### config.mk
export PLATFORM = sky130hd
export DESIGN_NAME = trng_ehr_rd_arbiter
export DESIGN_NICKNAME = d
export VERILOG_FILES = /design/src/rtl/trng_ehr_pkg.sv /design/src/rtl/trng_ehr_rd_timer.sv /design/src/rtl/trng_ehr_rd_arbiter.sv
export SDC_FILE = /design/constraint.sdc
export NUM_CORES = 1
export LEC_CHECK = 0
export ABC_CLOCK_PERIOD_IN_PS = 4300
export BUFFER_PORTS_ARGS = -buffer_cell sky130_fd_sc_hd__buf_4
export CORE_MARGIN = 2
export CORE_UTILIZATION = 49
export CTS_CLUSTER_SIZE = 8
export DETAILED_ROUTE_END_ITERATION = 6
export HOLD_SLACK_MARGIN = 0.02
export PLACE_DENSITY = 0.74
export SYNTH_ARGS = -nofsm -noshare
export SYNTH_HDL_FRONTEND = slang
export SYNTH_SLANG_ARGS = --single-unit
### constraint.sdc
create_clock -name rng_clk -period 4.3 [get_ports rng_clk]
set_clock_uncertainty 0.15 [all_clocks]
set_input_delay 0.215 -clock rng_clk [delete_from_list [all_inputs] [get_ports rng_clk]]
set_output_delay 0.215 -clock rng_clk [all_outputs]
set_load 0.01 [all_outputs]
### src/rtl/trng_ehr_pkg.sv
// Shared EHR geometry and read-arbiter state encoding for the TRNG EHR read path.
package trng_ehr_pkg;

    localparam int EHR_WIDTH = 192;
    localparam int NUM_WORDS = EHR_WIDTH / 32;
    localparam int IDX_W     = $clog2(NUM_WORDS);

    typedef logic [IDX_W-1:0] word_idx_t;

    localparam word_idx_t LAST_IDX = word_idx_t'(NUM_WORDS - 1);

    typedef enum logic [1:0] {
        ST_IDLE     = 2'd0,
        ST_CPU_RD   = 2'd1,
        ST_PRNG_GNT = 2'd2
    } rd_state_e;

    // The index field can encode values beyond the last EHR word.
    function automatic logic idx_in_range(input word_idx_t idx);
        return {1'b0, idx} < (IDX_W + 1)'(NUM_WORDS);
    endfunction

endpackage

### src/rtl/trng_ehr_rd_timer.sv
// Idle-cycle counter for an in-progress CPU EHR read; flags expiry after TIMEOUT_CYCLES
// consecutive enabled cycles. Used only when TRNG_EHR_RD_TIMEOUT_EN is defined.
module trng_ehr_rd_timer #(
    parameter int TIMEOUT_CYCLES = 1024
) (
    input  logic rng_clk,
    input  logic rst,
    input  logic count_en,
    output logic expired
);

    localparam int CNT_W = (TIMEOUT_CYCLES > 2) ? $clog2(TIMEOUT_CYCLES) : 1;
    localparam logic [CNT_W-1:0] CNT_LAST = CNT_W'(TIMEOUT_CYCLES - 1);

    logic [CNT_W-1:0] cnt_q;
    logic [CNT_W-1:0] cnt_d;

    assign expired = count_en && (cnt_q == CNT_LAST);

    // Dropping count_en (accepted word, state exit) restarts the count from zero.
    always_comb begin
        cnt_d = '0;
        if (count_en && !expired) begin
            cnt_d = cnt_q + CNT_W'(1);
        end
    end

    always_ff @(posedge rng_clk) begin
        if (rst) begin
            cnt_q <= '0;
        end else begin
            cnt_q <= cnt_d;
        end
    end

endmodule

### src/rtl/trng_ehr_rd_arbiter.sv
// TRNG EHR read-side arbiter: CPU word-wise reads vs PRNG reseed, consume pulses and CPU lock.
// Optional idle timeout on CPU reads: define TRNG_EHR_RD_TIMEOUT_EN.
module trng_ehr_rd_arbiter
  import trng_ehr_pkg::*;
#(
  parameter int TIMEOUT_CYCLES = 1024
) (
  input  logic             rng_clk,
  input  logic             rst,
  input  logic             ehr_valid,
  input  logic             rst_trng_logic,
  input  logic             debug_mode,
  input  logic             cpu_rd_req,
  input  logic [IDX_W-1:0] cpu_rd_idx,
  input  logic             prng_req,
  output logic             cpu_rd_ok,
  output logic             cpu_rd_err,
  output logic [IDX_W-1:0] ehr_word_sel,
  output logic             cpu_ehr_rd,
  output logic             prng_trng_ehr_rd,
  output logic             cpu_in_mid_rd_of_ehr_not_in_debug_mode,
  output logic             ehr_flush,
  output logic             timeout_err
);

  rd_state_e state_q, state_d;
  word_idx_t exp_idx_q, exp_idx_d;
  word_idx_t ehr_word_sel_q, ehr_word_sel_d;
  logic      cpu_rd_ok_q, cpu_rd_ok_d;
  logic      cpu_rd_err_q, cpu_rd_err_d;
  logic      cpu_ehr_rd_q, cpu_ehr_rd_d;
  logic      prng_rd_q, prng_rd_d;
  logic      lock_q, lock_d;
  logic      ehr_flush_q, ehr_flush_d;
  logic      timeout_err_q, timeout_err_d;
  logic      ehr_stale_q, ehr_stale_d;

  logic      ehr_avail;
  logic      cpu_accept;
  logic      tmr_expired;

  // ehr_valid may lag the PRNG's clear by a cycle; a stale high level must not re-grant.
  assign ehr_avail  = ehr_valid && !ehr_stale_q;
  assign cpu_accept = (state_q == ST_CPU_RD) && cpu_rd_req && (cpu_rd_idx == exp_idx_q);

`ifdef TRNG_EHR_RD_TIMEOUT_EN
  logic tmr_en;

  assign tmr_en = (state_q == ST_CPU_RD) && !cpu_accept && !rst_trng_logic;

  trng_ehr_rd_timer #(
    .TIMEOUT_CYCLES (TIMEOUT_CYCLES)
  ) u_timer (
    .rng_clk  (rng_clk),
    .rst      (rst),
    .count_en (tmr_en),
    .expired  (tmr_expired)
  );
`else
  assign tmr_expired = 1'b0;
`endif

  // NOTE: every always_comb output gets a default first so no path can infer a latch.
  always_comb begin
    state_d        = state_q;
    exp_idx_d      = exp_idx_q;
    ehr_word_sel_d = ehr_word_sel_q;
    cpu_rd_ok_d    = 1'b0;
    cpu_rd_err_d   = 1'b0;
    cpu_ehr_rd_d   = 1'b0;
    prng_rd_d      = 1'b0;
    ehr_flush_d    = 1'b0;
    timeout_err_d  = timeout_err_q;
    ehr_stale_d    = ehr_stale_q && ehr_valid;

    if (rst_trng_logic) begin
      state_d        = ST_IDLE;
      exp_idx_d      = '0;
      ehr_word_sel_d = '0;
      cpu_rd_err_d   = cpu_rd_req;
    end else begin
      unique case (state_q)
        ST_IDLE: begin
          if (ehr_avail && prng_req) begin
            state_d      = ST_PRNG_GNT;
            prng_rd_d    = 1'b1;
            ehr_stale_d  = 1'b1;
            cpu_rd_err_d = cpu_rd_req;
          end else if (cpu_rd_req) begin
            if (!ehr_avail || !idx_in_range(cpu_rd_idx)) begin
              cpu_rd_err_d = 1'b1;
            end else if (debug_mode) begin
              cpu_rd_ok_d    = 1'b1;
              ehr_word_sel_d = cpu_rd_idx;
            end else if (cpu_rd_idx == '0) begin
              state_d        = ST_CPU_RD;
              exp_idx_d      = word_idx_t'(1);
              cpu_rd_ok_d    = 1'b1;
              cpu_ehr_rd_d   = 1'b1;
              ehr_word_sel_d = '0;
            end else begin
              cpu_rd_err_d = 1'b1;
            end
          end
        end

        ST_PRNG_GNT: begin
          state_d      = ST_IDLE;
          cpu_rd_err_d = cpu_rd_req;
        end

        ST_CPU_RD: begin
          if (cpu_accept) begin
            cpu_rd_ok_d    = 1'b1;
            cpu_ehr_rd_d   = 1'b1;
            ehr_word_sel_d = cpu_rd_idx;
            if (exp_idx_q == LAST_IDX) begin
              state_d   = ST_IDLE;
              exp_idx_d = '0;
            end else begin
              exp_idx_d = exp_idx_q + word_idx_t'(1);
            end
          end else begin
            cpu_rd_err_d = cpu_rd_req;
            if (tmr_expired) begin
              state_d       = ST_IDLE;
              exp_idx_d     = '0;
              ehr_flush_d   = 1'b1;
              timeout_err_d = 1'b1;
            end
          end
        end

        default: begin
          state_d   = ST_IDLE;
          exp_idx_d = '0;
        end
      endcase
    end

    // Lock tracks the registered state, so it drops together with the last word's ok.
    lock_d = (state_d == ST_CPU_RD);
  end

  // NOTE: sequential state uses non-blocking assignments so all flops update together.
  always_ff @(posedge rng_clk) begin
    if (rst) begin
      state_q        <= ST_IDLE;
      exp_idx_q      <= '0;
      ehr_word_sel_q <= '0;
      cpu_rd_ok_q    <= 1'b0;
      cpu_rd_err_q   <= 1'b0;
      cpu_ehr_rd_q   <= 1'b0;
      prng_rd_q      <= 1'b0;
      lock_q         <= 1'b0;
      ehr_flush_q    <= 1'b0;
      timeout_err_q  <= 1'b0;
      ehr_stale_q    <= 1'b0;
    end else begin
      state_q        <= state_d;
      exp_idx_q      <= exp_idx_d;
      ehr_word_sel_q <= ehr_word_sel_d;
      cpu_rd_ok_q    <= cpu_rd_ok_d;
      cpu_rd_err_q   <= cpu_rd_err_d;
      cpu_ehr_rd_q   <= cpu_ehr_rd_d;
      prng_rd_q      <= prng_rd_d;
      lock_q         <= lock_d;
      ehr_flush_q    <= ehr_flush_d;
      timeout_err_q  <= timeout_err_d;
      ehr_stale_q    <= ehr_stale_d;
    end
  end

  assign cpu_rd_ok                              = cpu_rd_ok_q;
  assign cpu_rd_err                             = cpu_rd_err_q;
  assign ehr_word_sel                           = ehr_word_sel_q;
  assign cpu_ehr_rd                             = cpu_ehr_rd_q;
  assign prng_trng_ehr_rd                       = prng_rd_q;
  assign cpu_in_mid_rd_of_ehr_not_in_debug_mode = lock_q;
  assign ehr_flush                              = ehr_flush_q;
  assign timeout_err                            = timeout_err_q;

endmodule

==> summary.md <==
| Metric | Value |
|---|---|
| Status | complete, no violations |
| Routed WL per cell | roughly 12 um |
| Fillers | 128 |
| Die width | between 40 and 50 um |
| Slowest Stage Delay on Critical Path | around 570 ps |
| TritonRoute pass-1 iters | 4 |
| Seq pwr share | between 50% and 60% |
| Pint | roughly 180 uW |
| Top delay family on crit path | buffers and inverters |
| Period utilization | 52.1% |
| Chip height | around 42 um |
| Root Driver | clkbuf_4 |
| IR Drop Worst-Case VDD | 0.151 mV |
| Core area | approximately 0.0013 mm^2 |
| Pwr Density | around 270 mW/mm^2 |
| Yosys top cell by area | dfxtp_1 |
| Most common cell in the netlist | dfxtp_1 |
| Setup bufs post-CTS | 0 |
| Clock Path Buffers | 2 |
| Critical Path Start Type | primary input |
| Kind of critical path | in2reg |
| Synth Area per Inst | approximately 9.0 um^2 |
| DR vias | roughly 610 |
| Sw frac | between 20% and 30% |
| Starting Density | 53.8% |
| Post-synthesis adder-cell area fraction | 0% |
| Largest family of logic cells by synthesized area | simple AND/OR/NAND/NOR gates |
| Compound-Gate Fraction of Synth Area | around 14% |
| Yosys warns | 0 |
| Count of final setup violators | 0 |
| Final setup TNS | 0 ps |
| Worst min path class | in2reg |
| Post-route ant nets | 0 |
| Ant. Diodes | 0 |
| Max-Cap Viols | 0 |
| Commonest cells in the netlist | 14 x dfxtp_1, 11 x nand2_1, 5 x nor4_1 |
| Fin. max-slew vios | 0 |
| DIE AREA | 0.00179 mm^2 |
| RSZ-0062 raised after global routing | no |
| CTS sink cnt | 14 |
| Share of cells above drive strength 1 | around a quarter |
| DRC viols | 0 |
| Nets | 110 |
| Worst-path fanout max | 4 |
| Multiplexer area fraction after synthesis | under 10% |
| Power consumption | around 230 uW |
| Worst slew pin tran | approximately 560 ps |
| Syn Inst Count | 80 |
| Switching power | ~56 uW |
| Post-synthesis instance area | 718 um^2 |
| Synth Area in Simple Gates | approximately 29% |
| Final Hold Vio Count | 0 |
| Total gr overflow | 0 |
| CTS tree | done |
| Gpl congestion | 0.829 |
| Slowest CP cell | dlygate4sd3_1 |
| First-pass GRT wire length | about 2.3 mm |
| CP bufs+invs | 3 |
| Skew-Pair Late Insertion Delay | 280 ps |
| Clk pwr share | about a third |
| Cell mode on critical path | dlygate4sd3_1 |
| #FFs+latches synth | 14 |
| FP Rows | 13 |
| Via density | around 5.4 |
| Final Critical Period | about 2200 ps |
| Post-synthesis xor/xnor area fraction | between 5 and 6% |
| DRT iter0 DRCs | 8 |
| Initial antenna violation count | 0 |
| Seq/Total Area, Yosys | between 30 and 40% |
| GRT Overall Usage | 16.5% |
| Synth area leaders | dfxtp_1 39%, nand2_1 5.7%, xor2_2 4.5% |
| Clock buffer count from CTS | 3 |
| Req. time, crit path | 4380 ps |
| I/O pin count | 20 |
| Yosys top cell area share | between 30% and 40% |
| Layout area overhead | 21.4% |
| Fmax | ~0.45 GHz |
| Critical Path, Cell by Cell | dlygate4sd3_1 -> buf_4 -> nor3b_1 -> o211a_1 -> o21ai_1 -> nor4_1 -> dlygate4sd3_1 |
| Lkg Pwr | around 0.00040 uW |
| PortBufs | 17 |
| Critical Path AT | 2320 ps |
| Asr flop ratio synth | 0% |
| Combinational power share | a little under an eighth |
| CTS clk-pin slew, worst paths | 80 ps |
| Crit. End Element | register |
| Clock H-tree levels | 1 |
| Number of flops mapped to enable cells by yosys | 0 |
| Dominant synthesized flop cell | dfxtp_1 |
| Count of different cell masters after synthesis | 33 |
| Relative slew slack | roughly 63% |
| Largest net degree at the start of global routing | 12 |
| Routed wire length | roughly 1.4 mm |
| Vias in the first global route | between 500 and 600 |
worst register-to-register path, stage by stage, from the launching register on:
cell and delay, ps:
dfxtp_1 400, nor3b_1 370, o211a_1 230, o21ai_1 160, nor4_1 180, dlygate4sd3_1 570
cells in the final DEF (no fill, tap or decap):
| master | instances |
|---|---|
| a21boi_0 | 2 |
| a21oi_1 | 2 |
| a31o_2 | 1 |
| a31oi_1 | 1 |
| and2_1 | 2 |
| and3_1 | 1 |
| and4_1 | 2 |
| buf_4 | 17 |
| clkbuf_4 | 3 |
| conb_1 | 2 |
| dfxtp_1 | 14 |
| dlygate4sd3_1 | 3 |
| inv_1 | 3 |
| mux2i_1 | 3 |
| nand2_1 | 11 |
| nand2_2 | 1 |
| nand2b_1 | 1 |
| nand3_1 | 2 |
| nand3b_1 | 1 |
| nand4_1 | 1 |
| nand4b_1 | 2 |
| nor2_1 | 2 |
| nor2b_1 | 1 |
| nor3_1 | 2 |
| nor3b_1 | 1 |
| nor4_1 | 5 |
| o211a_1 | 3 |
| o21ai_0 | 3 |
| o21ai_1 | 1 |
| o31ai_1 | 1 |
| or4_4 | 1 |
| xor2_1 | 1 |
| xor2_2 | 2 |
final timing paths:
| kind | from | to | slack (ps) | cells after the start |
|---|---|---|---|---|
| setup reg to reg | state_q[0]$_SDFF_PP0_ | cpu_rd_ok$_SDFF_PP0_ | 2190 | 5 |
| hold / removal | prng_req | state_q[1]$_SDFF_PP0_ | 70 | 2 |
| hold reg to reg | ehr_word_sel[2]$_SDFFE_PP0P_ | ehr_word_sel[2]$_SDFFE_PP0P_ | 310 | 2 |
| setup / recovery | ehr_valid | cpu_rd_ok$_SDFF_PP0_ | 2060 | 7 |
power groups by stage:
stage / sequential (uW) / combinational [uW] / clock, uW
6_report: 132 / 26.4 / 73.6
5_1_grt: 132 / 29.3 / 80.7
4_1_cts: 132 / 26.4 / 76.0
3_5_place_dp: 135 / 24.8 / 0
3_3_place_gp: 135 / 24.8 / 0
2_1_floorplan: 136 / 15.4 / 0
timing repair:
item	CTS	global route
endpoints found under the setup margin	0	0
hold buffers	3	0
resized for setup	0	0
endpoints found under the hold margin	2	0
cell type report:
cell class,instances,area [um^2],area share (%)
Inverter,3,11.3,1.29
Multi-Input combinational cell,58,382,43.8
Clock buffer,3,22.5,2.58
Timing Repair Buffer,20,158,18.1
Sequential cell,14,280,32.1
Tap cell,15,18.8,2.15
metal layers:
| layer | routed length, um | track usage [%] | vias to the layer above |
|---|---|---|---|
| met4 | 21 | 7.50 | 0 |
| met5 | 0 | 0 | - |
| met1 | 667 | 21.3 | 266 |
| li1 | - | - | 321 |
| met3 | 70 | 5.17 | 4 |
| met2 | 595 | 24.9 | 20 |
registers in the layout (all words and copies together) (netlist names):
name,count
exp_idx_q,3
cpu_ehr_rd,1
state_q,2
ehr_stale_q,1
cpu_rd_err,1
cpu_rd_ok,1
prng_trng_ehr_rd,1
cpu_in_mid_rd_of_ehr_not_in_debug_mode,1
ehr_word_sel,3
cells by family (layout without fill, tap and decap cells):
| family | Yosys count | count (layout) |
|---|---|---|
| AOI/OAI and AO/OA | 14 | 14 |
| xor gates and xnor gates | 3 | 3 |
| buffers and inverters | 9 | 26 |
| DFF | 14 | 14 |
| muxes | 3 | 3 |
| other | 1 | 2 |
| and+or+nand+nor | 36 | 36 |
metrics by stage:
step	hold slack (ps)	std cells	cell area (um^2)	utilization, %	setup WS (ps)
final	68.2	113	872	65.4	2060
after detailed placement	252	107	820	61.4	2670
after global placement	249	107	820	61.4	2690
after global routing	63.4	113	872	65.4	1890
after CTS	63.7	113	872	65.4	2050
after floorplan	141	81	722	-	2800
No activity file was read; power rests on OpenSTA's default activity.
